$ cat config.mk
export PLATFORM = sky130hd
export DESIGN_NAME = bank_cmd_sequencer_flat
export DESIGN_NICKNAME = d
export VERILOG_FILES = /design/src/rtl/bank_cmd_sequencer_pkg.sv /design/src/rtl/bank_cmd_sequencer_if.sv /design/src/rtl/bank_cmd_sequencer_bank_state_table.sv /design/src/rtl/bank_cmd_sequencer.sv /design/src/flat_wrapper.sv
export SDC_FILE = /design/constraint.sdc
export NUM_CORES = 1
export LEC_CHECK = 0
export BUFFER_PORTS_ARGS = -buffer_cell sky130_fd_sc_hd__buf_4
export CAP_MARGIN = 20
export CORE_AREA = 2 2 114 116
export CTS_CLUSTER_SIZE = 8
export DETAILED_ROUTE_END_ITERATION = 10
export DIE_AREA = 0 0 116 118
export PLACE_DENSITY_LB_ADDON = 0.3
export SKIP_CTS_REPAIR_TIMING = 1
export SLEW_MARGIN = 5
export SYNTH_ARGS = -nofsm -noshare
export SYNTH_HDL_FRONTEND = slang
export SYNTH_HIERARCHICAL = 1
export SYNTH_SLANG_ARGS = --single-unit
$ cat constraint.sdc
create_clock -name clk_in -period 3.2 [get_ports clk_in]
set_input_delay 0.64 -clock clk_in [delete_from_list [all_inputs] [get_ports clk_in]]
set_output_delay 0.64 -clock clk_in [all_outputs]
set_load 0.01 [all_outputs]
$ cat src/rtl/bank_cmd_sequencer_pkg.sv
// mem_ctrl_pkg: shared types for the bank command sequencer.
//   dram_cmd_e   - command encoding seen by the DIMM command encoder
//   seq_state_e  - sequencer FSM state encoding
//   bank_lkp_e   - classification of a request against the open-row table
//   bank_state_t - per-bank open flag, open row and tRAS elapsed count
//   sat_inc()    - saturating increment used by all timing counters
package mem_ctrl_pkg;

  // Storage width for rows and timing counters; the sequencer's ROW_BITS and
  // T_* parameters must fit inside these.
  localparam int MAX_ROW_BITS = 16;
  localparam int CNT_W        = 8;

  typedef logic [CNT_W-1:0] cnt_t;

  typedef enum logic [2:0] {
    CMD_READ      = 3'd0,
    CMD_WRITE     = 3'd1,
    CMD_ACTIVATE  = 3'd2,
    CMD_PRECHARGE = 3'd3
  } dram_cmd_e;

  typedef enum logic [2:0] {
    IDLE      = 3'd0,
    DECIDE    = 3'd1,
    ISSUE_PRE = 3'd2,
    WAIT_RP   = 3'd3,
    ISSUE_ACT = 3'd4,
    WAIT_RCD  = 3'd5,
    ISSUE_RW  = 3'd6
  } seq_state_e;

  typedef enum logic [1:0] {
    LKP_CLOSED   = 2'd0,
    LKP_HIT      = 2'd1,
    LKP_CONFLICT = 2'd2
  } bank_lkp_e;

  typedef struct packed {
    logic                    is_open;
    logic [MAX_ROW_BITS-1:0] row;
    cnt_t                    tras_cnt;
  } bank_state_t;

  function automatic cnt_t sat_inc(input cnt_t v, input cnt_t lim);
    return (v >= lim) ? v : v + cnt_t'(1);
  endfunction

endpackage

$ cat src/rtl/bank_cmd_sequencer_if.sv
// bank_cmd_sequencer_if: request channel from the scheduler, command channel
// to the DIMM command encoder, and the busy indication.
//   slave  modport - the sequencer's view (takes requests, drives commands)
//   master modport - the surrounding scheduler/encoder view
interface bank_cmd_sequencer_if #(
  parameter int ROW_BITS = 8,
  parameter int COL_BITS = 4,
  parameter int BG_W     = 2,
  parameter int BA_W     = 1
);
  logic                req_valid_in;
  logic                req_ready_out;
  logic                req_write_in;
  logic [BG_W-1:0]     req_bg_in;
  logic [BA_W-1:0]     req_ba_in;
  logic [ROW_BITS-1:0] req_row_in;
  logic [COL_BITS-1:0] req_col_in;

  logic                cmd_valid_out;
  logic                cmd_ready_in;
  logic [2:0]          cmd_out;
  logic [BG_W-1:0]     cmd_bg_out;
  logic [BA_W-1:0]     cmd_ba_out;
  logic [ROW_BITS-1:0] cmd_row_out;
  logic [COL_BITS-1:0] cmd_col_out;

  logic                busy_out;

  modport slave (
    input  req_valid_in, req_write_in, req_bg_in, req_ba_in, req_row_in, req_col_in,
    output req_ready_out,
    output cmd_valid_out, cmd_out, cmd_bg_out, cmd_ba_out, cmd_row_out, cmd_col_out,
    input  cmd_ready_in,
    output busy_out
  );

  modport master (
    output req_valid_in, req_write_in, req_bg_in, req_ba_in, req_row_in, req_col_in,
    input  req_ready_out,
    input  cmd_valid_out, cmd_out, cmd_bg_out, cmd_ba_out, cmd_row_out, cmd_col_out,
    output cmd_ready_in,
    input  busy_out
  );
endinterface

$ cat src/rtl/bank_cmd_sequencer_bank_state_table.sv
// bank_state_table: per-bank open flag, open row and saturating tRAS counter.
//   clk_in, rst_in    - clock, synchronous active-high reset (all banks closed,
//                       tRAS counters saturated)
//   lkp_bank_i/row_i  - bank/row being looked up
//   lkp_state_o       - closed / hit / conflict for that bank and row
//   lkp_tras_ok_o     - the looked-up bank may be precharged
//   act_en_i          - ACT accepted for upd_bank_i: open it on upd_row_i
//   pre_en_i          - PRE accepted for upd_bank_i: close it
module bank_state_table
  import mem_ctrl_pkg::*;
#(
  parameter int NUM_BANKS = 8,
  parameter int ROW_BITS  = 8,
  parameter int T_RAS     = 8,
  parameter int BANK_W    = $clog2(NUM_BANKS)
) (
  input  logic                clk_in,
  input  logic                rst_in,
  input  logic [BANK_W-1:0]   lkp_bank_i,
  input  logic [ROW_BITS-1:0] lkp_row_i,
  output bank_lkp_e           lkp_state_o,
  output logic                lkp_tras_ok_o,
  input  logic                act_en_i,
  input  logic                pre_en_i,
  input  logic [BANK_W-1:0]   upd_bank_i,
  input  logic [ROW_BITS-1:0] upd_row_i
);

  localparam cnt_t TRAS_LIM = cnt_t'(T_RAS);

  bank_state_t tbl_q [NUM_BANKS];
  bank_state_t tbl_d [NUM_BANKS];
  bank_state_t cur;

  always_comb begin
    for (int i = 0; i < NUM_BANKS; i++) begin
      tbl_d[i]          = tbl_q[i];
      tbl_d[i].tras_cnt = sat_inc(tbl_q[i].tras_cnt, TRAS_LIM);
      if (act_en_i && (upd_bank_i == BANK_W'(i))) begin
        tbl_d[i].is_open  = 1'b1;
        tbl_d[i].row      = MAX_ROW_BITS'(upd_row_i);
        // The ACT handshake cycle itself counts as elapsed cycle 0, so the
        // register holds 1 on the following cycle and reaches T_RAS exactly
        // T_RAS cycles after the handshake.
        tbl_d[i].tras_cnt = cnt_t'(1);
      end
      if (pre_en_i && (upd_bank_i == BANK_W'(i))) begin
        tbl_d[i].is_open = 1'b0;
      end
    end
  end

  always_ff @(posedge clk_in) begin
    if (rst_in) begin
      for (int i = 0; i < NUM_BANKS; i++) begin
        tbl_q[i] <= '{is_open: 1'b0, row: '0, tras_cnt: TRAS_LIM};
      end
    end else begin
      tbl_q <= tbl_d;
    end
  end

  assign cur = tbl_q[lkp_bank_i];

  always_comb begin
    lkp_state_o = LKP_CLOSED;
    if (cur.is_open) begin
      lkp_state_o = (cur.row == MAX_ROW_BITS'(lkp_row_i)) ? LKP_HIT : LKP_CONFLICT;
    end
  end

  assign lkp_tras_ok_o = (cur.tras_cnt >= TRAS_LIM);

endmodule

$ cat src/rtl/bank_cmd_sequencer.sv
// bank_cmd_sequencer: single-request-in-flight DRAM command sequencer with an
// open-page policy. Turns one request into PRE/ACT/RD/WR as needed while
// honouring tRP, tRCD, tRAS (per bank) and tCCD (global).
//   clk_in, rst_in - clock, synchronous active-high reset
//   bus (slave)    - req_* request channel, cmd_* command channel, busy_out
//
// state     | meaning
// IDLE      | ready for a request
// DECIDE    | classify latched request against the open-row table
// ISSUE_PRE | PRE offered once tRAS of the target bank is met
// WAIT_RP   | counting tRP after the PRE handshake
// ISSUE_ACT | ACT offered for the latched row
// WAIT_RCD  | counting tRCD after the ACT handshake
// ISSUE_RW  | RD/WR offered once tCCD is met
module bank_cmd_sequencer
  import mem_ctrl_pkg::*;
#(
  parameter int ROW_BITS        = 8,
  parameter int COL_BITS        = 4,
  parameter int BANK_GROUPS     = 4,
  parameter int BANKS_PER_GROUP = 2,
  parameter int T_RP            = 4,
  parameter int T_RCD           = 4,
  parameter int T_RAS           = 8,
  parameter int T_CCD           = 2
) (
  input  logic                clk_in,
  input  logic                rst_in,
  bank_cmd_sequencer_if.slave bus
);

  localparam int BG_W      = $clog2(BANK_GROUPS);
  localparam int BA_W      = $clog2(BANKS_PER_GROUP);
  localparam int NUM_BANKS = BANK_GROUPS * BANKS_PER_GROUP;
  localparam int BANK_W    = $clog2(NUM_BANKS);

  localparam logic [2:0] ST_IDLE      = IDLE;
  localparam logic [2:0] ST_DECIDE    = DECIDE;
  localparam logic [2:0] ST_ISSUE_PRE = ISSUE_PRE;
  localparam logic [2:0] ST_WAIT_RP   = WAIT_RP;
  localparam logic [2:0] ST_ISSUE_ACT = ISSUE_ACT;
  localparam logic [2:0] ST_WAIT_RCD  = WAIT_RCD;
  localparam logic [2:0] ST_ISSUE_RW  = ISSUE_RW;

  // The wait states span T-1 cycles (handshake cycle + wait cycles = T), and
  // the down-counter leaves on terminal count 0, hence the load of T-2.
  localparam cnt_t RP_LOAD  = cnt_t'(T_RP - 2);
  localparam cnt_t RCD_LOAD = cnt_t'(T_RCD - 2);
  localparam cnt_t CCD_LIM  = cnt_t'(T_CCD);

  logic [2:0]          state_q, state_d;
  cnt_t                wait_q, wait_d;
  cnt_t                tccd_q, tccd_d;
  logic                write_q;
  logic [BG_W-1:0]     bg_q;
  logic [BA_W-1:0]     ba_q;
  logic [ROW_BITS-1:0] row_q;
  logic [COL_BITS-1:0] col_q;

  logic                req_hs;
  logic                cmd_hs;
  logic                cmd_valid;
  dram_cmd_e           cmd;
  logic [BANK_W-1:0]   bank_idx;
  bank_lkp_e           lkp;
  logic                tras_ok;
  logic                act_en;
  logic                pre_en;

  assign bus.req_ready_out = (state_q == ST_IDLE) & ~rst_in;
  assign req_hs            = bus.req_valid_in & bus.req_ready_out;
  assign cmd_hs            = cmd_valid & bus.cmd_ready_in;
  assign bank_idx          = BANK_W'(bg_q) * BANK_W'(BANKS_PER_GROUP) + BANK_W'(ba_q);

  bank_state_table #(
    .NUM_BANKS (NUM_BANKS),
    .ROW_BITS  (ROW_BITS),
    .T_RAS     (T_RAS)
  ) u_bank_tbl (
    .clk_in        (clk_in),
    .rst_in        (rst_in),
    .lkp_bank_i    (bank_idx),
    .lkp_row_i     (row_q),
    .lkp_state_o   (lkp),
    .lkp_tras_ok_o (tras_ok),
    .act_en_i      (act_en),
    .pre_en_i      (pre_en),
    .upd_bank_i    (bank_idx),
    .upd_row_i     (row_q)
  );

  // Valid depends only on registered state and monotonically rising counters,
  // so once raised it holds until the handshake.
  always_comb begin
    cmd_valid = 1'b0;
    cmd       = CMD_READ;
    case (state_q)
      ST_ISSUE_PRE: begin
        cmd_valid = tras_ok;
        cmd       = CMD_PRECHARGE;
      end
      ST_ISSUE_ACT: begin
        cmd_valid = 1'b1;
        cmd       = CMD_ACTIVATE;
      end
      ST_ISSUE_RW: begin
        cmd_valid = (tccd_q >= CCD_LIM);
        cmd       = write_q ? CMD_WRITE : CMD_READ;
      end
      default: ;
    endcase
  end

  always_comb begin
    state_d = state_q;
    wait_d  = wait_q;
    tccd_d  = sat_inc(tccd_q, CCD_LIM);
    act_en  = 1'b0;
    pre_en  = 1'b0;
    case (state_q)
      ST_IDLE: begin
        if (req_hs) state_d = ST_DECIDE;
      end
      ST_DECIDE: begin
        case (lkp)
          LKP_HIT:    state_d = ST_ISSUE_RW;
          LKP_CLOSED: state_d = ST_ISSUE_ACT;
          default:    state_d = ST_ISSUE_PRE;
        endcase
      end
      ST_ISSUE_PRE: begin
        if (cmd_hs) begin
          pre_en  = 1'b1;
          wait_d  = RP_LOAD;
          state_d = ST_WAIT_RP;
        end
      end
      ST_WAIT_RP: begin
        if (wait_q == '0) state_d = ST_ISSUE_ACT;
        else              wait_d  = wait_q - cnt_t'(1);
      end
      ST_ISSUE_ACT: begin
        if (cmd_hs) begin
          act_en  = 1'b1;
          wait_d  = RCD_LOAD;
          state_d = ST_WAIT_RCD;
        end
      end
      ST_WAIT_RCD: begin
        if (wait_q == '0) state_d = ST_ISSUE_RW;
        else              wait_d  = wait_q - cnt_t'(1);
      end
      ST_ISSUE_RW: begin
        if (cmd_hs) begin
          // Same elapsed-count convention as tRAS: handshake cycle is cycle 0.
          tccd_d  = cnt_t'(1);
          state_d = ST_IDLE;
        end
      end
      default: state_d = ST_IDLE;
    endcase
  end

  always_ff @(posedge clk_in) begin
    if (rst_in) begin
      state_q <= ST_IDLE;
      wait_q  <= '0;
      tccd_q  <= CCD_LIM;
      write_q <= 1'b0;
      bg_q    <= '0;
      ba_q    <= '0;
      row_q   <= '0;
      col_q   <= '0;
    end else begin
      state_q <= state_d;
      wait_q  <= wait_d;
      tccd_q  <= tccd_d;
      if (req_hs) begin
        write_q <= bus.req_write_in;
        bg_q    <= bus.req_bg_in;
        ba_q    <= bus.req_ba_in;
        row_q   <= bus.req_row_in;
        col_q   <= bus.req_col_in;
      end
    end
  end

  assign bus.cmd_valid_out = cmd_valid;
  assign bus.cmd_out       = cmd;
  assign bus.cmd_bg_out    = bg_q;
  assign bus.cmd_ba_out    = ba_q;
  assign bus.cmd_row_out   = row_q;
  assign bus.cmd_col_out   = col_q;
  assign bus.busy_out      = (state_q != ST_IDLE);

endmodule
$ cat src/flat_wrapper.sv
// flat-port wrapper written by rule: the top's interface ports become plain ports
module bank_cmd_sequencer_flat import mem_ctrl_pkg::*;
#(
  parameter int ROW_BITS        = 8,
  parameter int COL_BITS        = 4,
  parameter int BANK_GROUPS     = 4,
  parameter int BANKS_PER_GROUP = 2,
  parameter int T_RP            = 4,
  parameter int T_RCD           = 4,
  parameter int T_RAS           = 8,
  parameter int T_CCD           = 2
)
  (clk_in, rst_in, bus_req_valid_in, bus_req_write_in, bus_req_bg_in, bus_req_ba_in, bus_req_row_in, bus_req_col_in, bus_req_ready_out, bus_cmd_valid_out, bus_cmd_out, bus_cmd_bg_out, bus_cmd_ba_out, bus_cmd_row_out, bus_cmd_col_out, bus_cmd_ready_in, bus_busy_out);
  bank_cmd_sequencer_if #(.ROW_BITS(ROW_BITS), .COL_BITS(COL_BITS)) bus_i ();
  input  logic clk_in;
  input  logic rst_in;
  input wire logic [$bits(bus_i.req_valid_in)-1:0] bus_req_valid_in;
  input wire logic [$bits(bus_i.req_write_in)-1:0] bus_req_write_in;
  input wire logic [$bits(bus_i.req_bg_in)-1:0] bus_req_bg_in;
  input wire logic [$bits(bus_i.req_ba_in)-1:0] bus_req_ba_in;
  input wire logic [$bits(bus_i.req_row_in)-1:0] bus_req_row_in;
  input wire logic [$bits(bus_i.req_col_in)-1:0] bus_req_col_in;
  output wire logic [$bits(bus_i.req_ready_out)-1:0] bus_req_ready_out;
  output wire logic [$bits(bus_i.cmd_valid_out)-1:0] bus_cmd_valid_out;
  output wire logic [$bits(bus_i.cmd_out)-1:0] bus_cmd_out;
  output wire logic [$bits(bus_i.cmd_bg_out)-1:0] bus_cmd_bg_out;
  output wire logic [$bits(bus_i.cmd_ba_out)-1:0] bus_cmd_ba_out;
  output wire logic [$bits(bus_i.cmd_row_out)-1:0] bus_cmd_row_out;
  output wire logic [$bits(bus_i.cmd_col_out)-1:0] bus_cmd_col_out;
  input wire logic [$bits(bus_i.cmd_ready_in)-1:0] bus_cmd_ready_in;
  output wire logic [$bits(bus_i.busy_out)-1:0] bus_busy_out;
  assign bus_i.req_valid_in = bus_req_valid_in;
  assign bus_i.req_write_in = bus_req_write_in;
  assign bus_i.req_bg_in = bus_req_bg_in;
  assign bus_i.req_ba_in = bus_req_ba_in;
  assign bus_i.req_row_in = bus_req_row_in;
  assign bus_i.req_col_in = bus_req_col_in;
  assign bus_req_ready_out = bus_i.req_ready_out;
  assign bus_cmd_valid_out = bus_i.cmd_valid_out;
  assign bus_cmd_out = bus_i.cmd_out;
  assign bus_cmd_bg_out = bus_i.cmd_bg_out;
  assign bus_cmd_ba_out = bus_i.cmd_ba_out;
  assign bus_cmd_row_out = bus_i.cmd_row_out;
  assign bus_cmd_col_out = bus_i.cmd_col_out;
  assign bus_i.cmd_ready_in = bus_cmd_ready_in;
  assign bus_busy_out = bus_i.busy_out;
  bank_cmd_sequencer #(.ROW_BITS(ROW_BITS), .COL_BITS(COL_BITS), .BANK_GROUPS(BANK_GROUPS), .BANKS_PER_GROUP(BANKS_PER_GROUP), .T_RP(T_RP), .T_RCD(T_RCD), .T_RAS(T_RAS), .T_CCD(T_CCD)) u_core (.clk_in(clk_in), .rst_in(rst_in), .bus(bus_i));
endmodule
==> flow_metrics.env <==
export IMPL_status="complete, no violations"
export IMPL_syn_area_um2=7440
export IMPL_power_frac_clock=0.444
export IMPL_synthToLayoutAreaGrowth_pct=14.4
export IMPL_layout_drive_gt1_share=0.143
export IMPL_regToRegStartpoint="u_core/u_bank_tbl/tbl_q[5]"
export IMPL_skew_ns=0.00762
export IMPL_maxCapViolCount=0
export IMPL_finalSetupTns_ns=0
export IMPL_slew_limit_headroom=0.475
export IMPL_wl_per_cell_um=16.3
export IMPL_hpwl_um=11200
export IMPL_port_buffers=39
export IMPL_critPathKind="reg -> out"
export IMPL_hold_viol_final=0
export IMPL_start_util=0.599
export IMPL_hold_start="bus_req_row_in[0]"
export IMPL_synth_seq_cells=171
export IMPL_cts_tree="yes"
export IMPL_cp_top_family="simple AND/OR/NAND/NOR gates"
export IMPL_layout_common_cells="nand2_1, dfxtp_1, a21oi_1"
export IMPL_fmax_mhz=325
export IMPL_clk_pin_slew_ns=0.06
export IMPL_setup_viol=0
export IMPL_clkSinkCount=171
export IMPL_grt_pass1_wl_um=27900
export IMPL_fp_row_count=41
export IMPL_antenna_found_initial=0
export IMPL_regToRegSetupSlack_ns=0.31
export IMPL_power_density_nw_per_um2=579
export IMPL_async_flop_share=0
export IMPL_fin_total_pwr_mw=4.93
export IMPL_ir_worst_vdd_v=0.000387
export IMPL_design_portCount=41
export IMPL_synthFlopType="dfxtp_1"
export IMPL_routed_wl_um=16800
export IMPL_cts_root_buffer="clkbuf_16"
export IMPL_grt_use_total=0.256
export IMPL_worstPathArrival_ns=2.44
export IMPL_dr_pass1_iters=5
export IMPL_synth_edff_count=0
export IMPL_p_int_mw=3.72
export IMPL_synth_nets=860
export IMPL_grt_max_degree=86
export IMPL_coreArea_um2=12400
export IMPL_finalCritPeriodShare=0.961
export IMPL_leakage_nw=3.20
export IMPL_power_frac_seq=0.463
export IMPL_final_common_cell="nand2_1"
export IMPL_antenna_left=0
export IMPL_synth_area_leaders="dfxtp_1, nand2_1, a21oi_1"
export IMPL_pwr_share_comb=0.094
export IMPL_viasPerCell=5.77
export IMPL_synth_top_area_share=0.460
export IMPL_synth_cell_types=50
export IMPL_diodes=0
export IMPL_die_y_um=118
export IMPL_via_count=5952
export IMPL_p_sw_mw=1.21
export IMPL_grt_pass1_vias=5881
export IMPL_cts_buffers=17
export IMPL_worst_path_buf_inv=1
export IMPL_die_w_um=116
export IMPL_swShare=0.246
export IMPL_clockBufferDepth=2
export IMPL_synth_top_area_cell="dfxtp_1"
export IMPL_fillers=918
export IMPL_ys_warnings_count=6
export IMPL_final_util=0.686
export IMPL_synth_area_per_cell_um2=9.07
export IMPL_seq_area_frac_synth=0.460
export IMPL_required_ns=2.56
export IMPL_dp_cells=999
export IMPL_final_max_slew_viol_count=0
export IMPL_grt_overflow=0
export IMPL_worstPathMaxFanout=5
export IMPL_tightest_slew_ns=0.787
export IMPL_fin_nets=886
export IMPL_drc_errors=0
export IMPL_min_period_ns=3.08
export IMPL_place_congestion=0.827
export IMPL_path_cells="or4_1 -> nor2_2 -> mux4_2 -> mux2i_1 -> nand3b_1 -> a21oi_1 -> buf_4"
export IMPL_insertion_delay_ns=0.43
export IMPL_slowest_stage="or4_1"
export IMPL_startpoint_type="register"
export IMPL_drtIter0Drc=536
export IMPL_cts_htree_levels=4
export IMPL_end_kind="output port"
export IMPL_critPathMaxStageDelay_ns=0.53
export IMPL_cp_startpoint="u_core/u_bank_tbl/tbl_q[82]"
export IMPL_holdWs_ns=0.390
export IMPL_rsz0062_at_grt="false"
export IMPL_synth_cells=820
export IMPL_hp_class="in -> reg"
export IMPL_instances_no_fill=1031
export IMPL_die_area_um2=13700
[layout make-up]
type / count / area, um2 / share of cell area
repair buffers: 62 / 465 / 0.0547
flip-flops and latches: 171 / 3420 / 0.402
clock buffers: 18 / 439 / 0.0516
well taps: 172 / 215 / 0.0253
clock inverters: 14 / 194 / 0.0228
inverters: 23 / 86.3 / 0.0101
multi-input cells: 571 / 3690 / 0.433
[routing by layer]
layer / track usage / vias to the layer above / wire length (um) / part of all wire
met3: 0.0541 / 34 / 1070 / 0.064
met4: 0.102 / 0 / 374 / 0.022
met1: 0.324 / 2846 / 7140 / 0.42
li1: - / 2832 / - / -
met2: 0.424 / 240 / 8260 / 0.49
met5: 0 / - / 0 / 0
[per-stage QoR]
stage / setup slack [ns] / cell area (um2)
6_report: 0.123 / 8520
5_1_grt: 0.0136 / 8520
4_1_cts: 0.0123 / 8500
3_5_place_dp: 0.319 / 7860
3_3_place_gp: 0.481 / 7860
2_1_floorplan: 0.393 / 7440
[power groups by stage]
stage / clock network, mW / registers [mW] / logic [mW]
CTS: 2.20 / 2.28 / 0.460
detailed placement: 0 / 2.32 / 0.457
finish: 2.19 / 2.28 / 0.461
global placement: 0 / 2.32 / 0.442
global route: 2.31 / 2.29 / 0.501
floorplan: 0 / 2.27 / 0.364
[registers in the layout (all words and copies together) (netlist names)]
signal,cells
u_core/u_bank_tbl/tbl_q,136
u_core/bus.cmd_row_out,8
u_core/tccd_q,8
u_core/wait_q,8
u_core/bus.cmd_col_out,4
u_core/state_q,3
u_core/bus.cmd_bg_out,2
u_core/bus.cmd_ba_out,1
u_core/write_q,1
[synth_stat cells (16+ instances only)]
master	number
nor2_1	32
nand3b_1	16
nor3_1	29
dfxtp_1	171
clkbuf_1	35
mux4_2	16
a21oi_1	79
mux2i_1	31
ha_1	20
inv_1	23
and2_1	39
xor2_1	16
nand2_1	178
[logic make-up after synthesis]
kind of cell	after synthesis	synth area share
buf+inv	78	0.0466
fa+ha+maj	20	0.0336
simple gates	345	0.220
compound gates	127	0.109
flops	171	0.460
mux	53	0.0992
xor+xnor	25	0.0304
other cells	1	0.000504
[tightest hold or removal path, cell delays in order]
cell and delay, ns:
buf_4 0.08, nand2_1 0.04, nand2_1 0.04
[path summary, 6_finish.rpt]
check	endpoint	depth (start not counted)
max	bus_cmd_valid_out	7
min	u_core/bus.cmd_row_out[0]	3
min reg2reg	u_core/u_bank_tbl/tbl_q[105]	1
max reg2reg	u_core/wait_q[5]	8
Power figures use the tool's default switching activity.
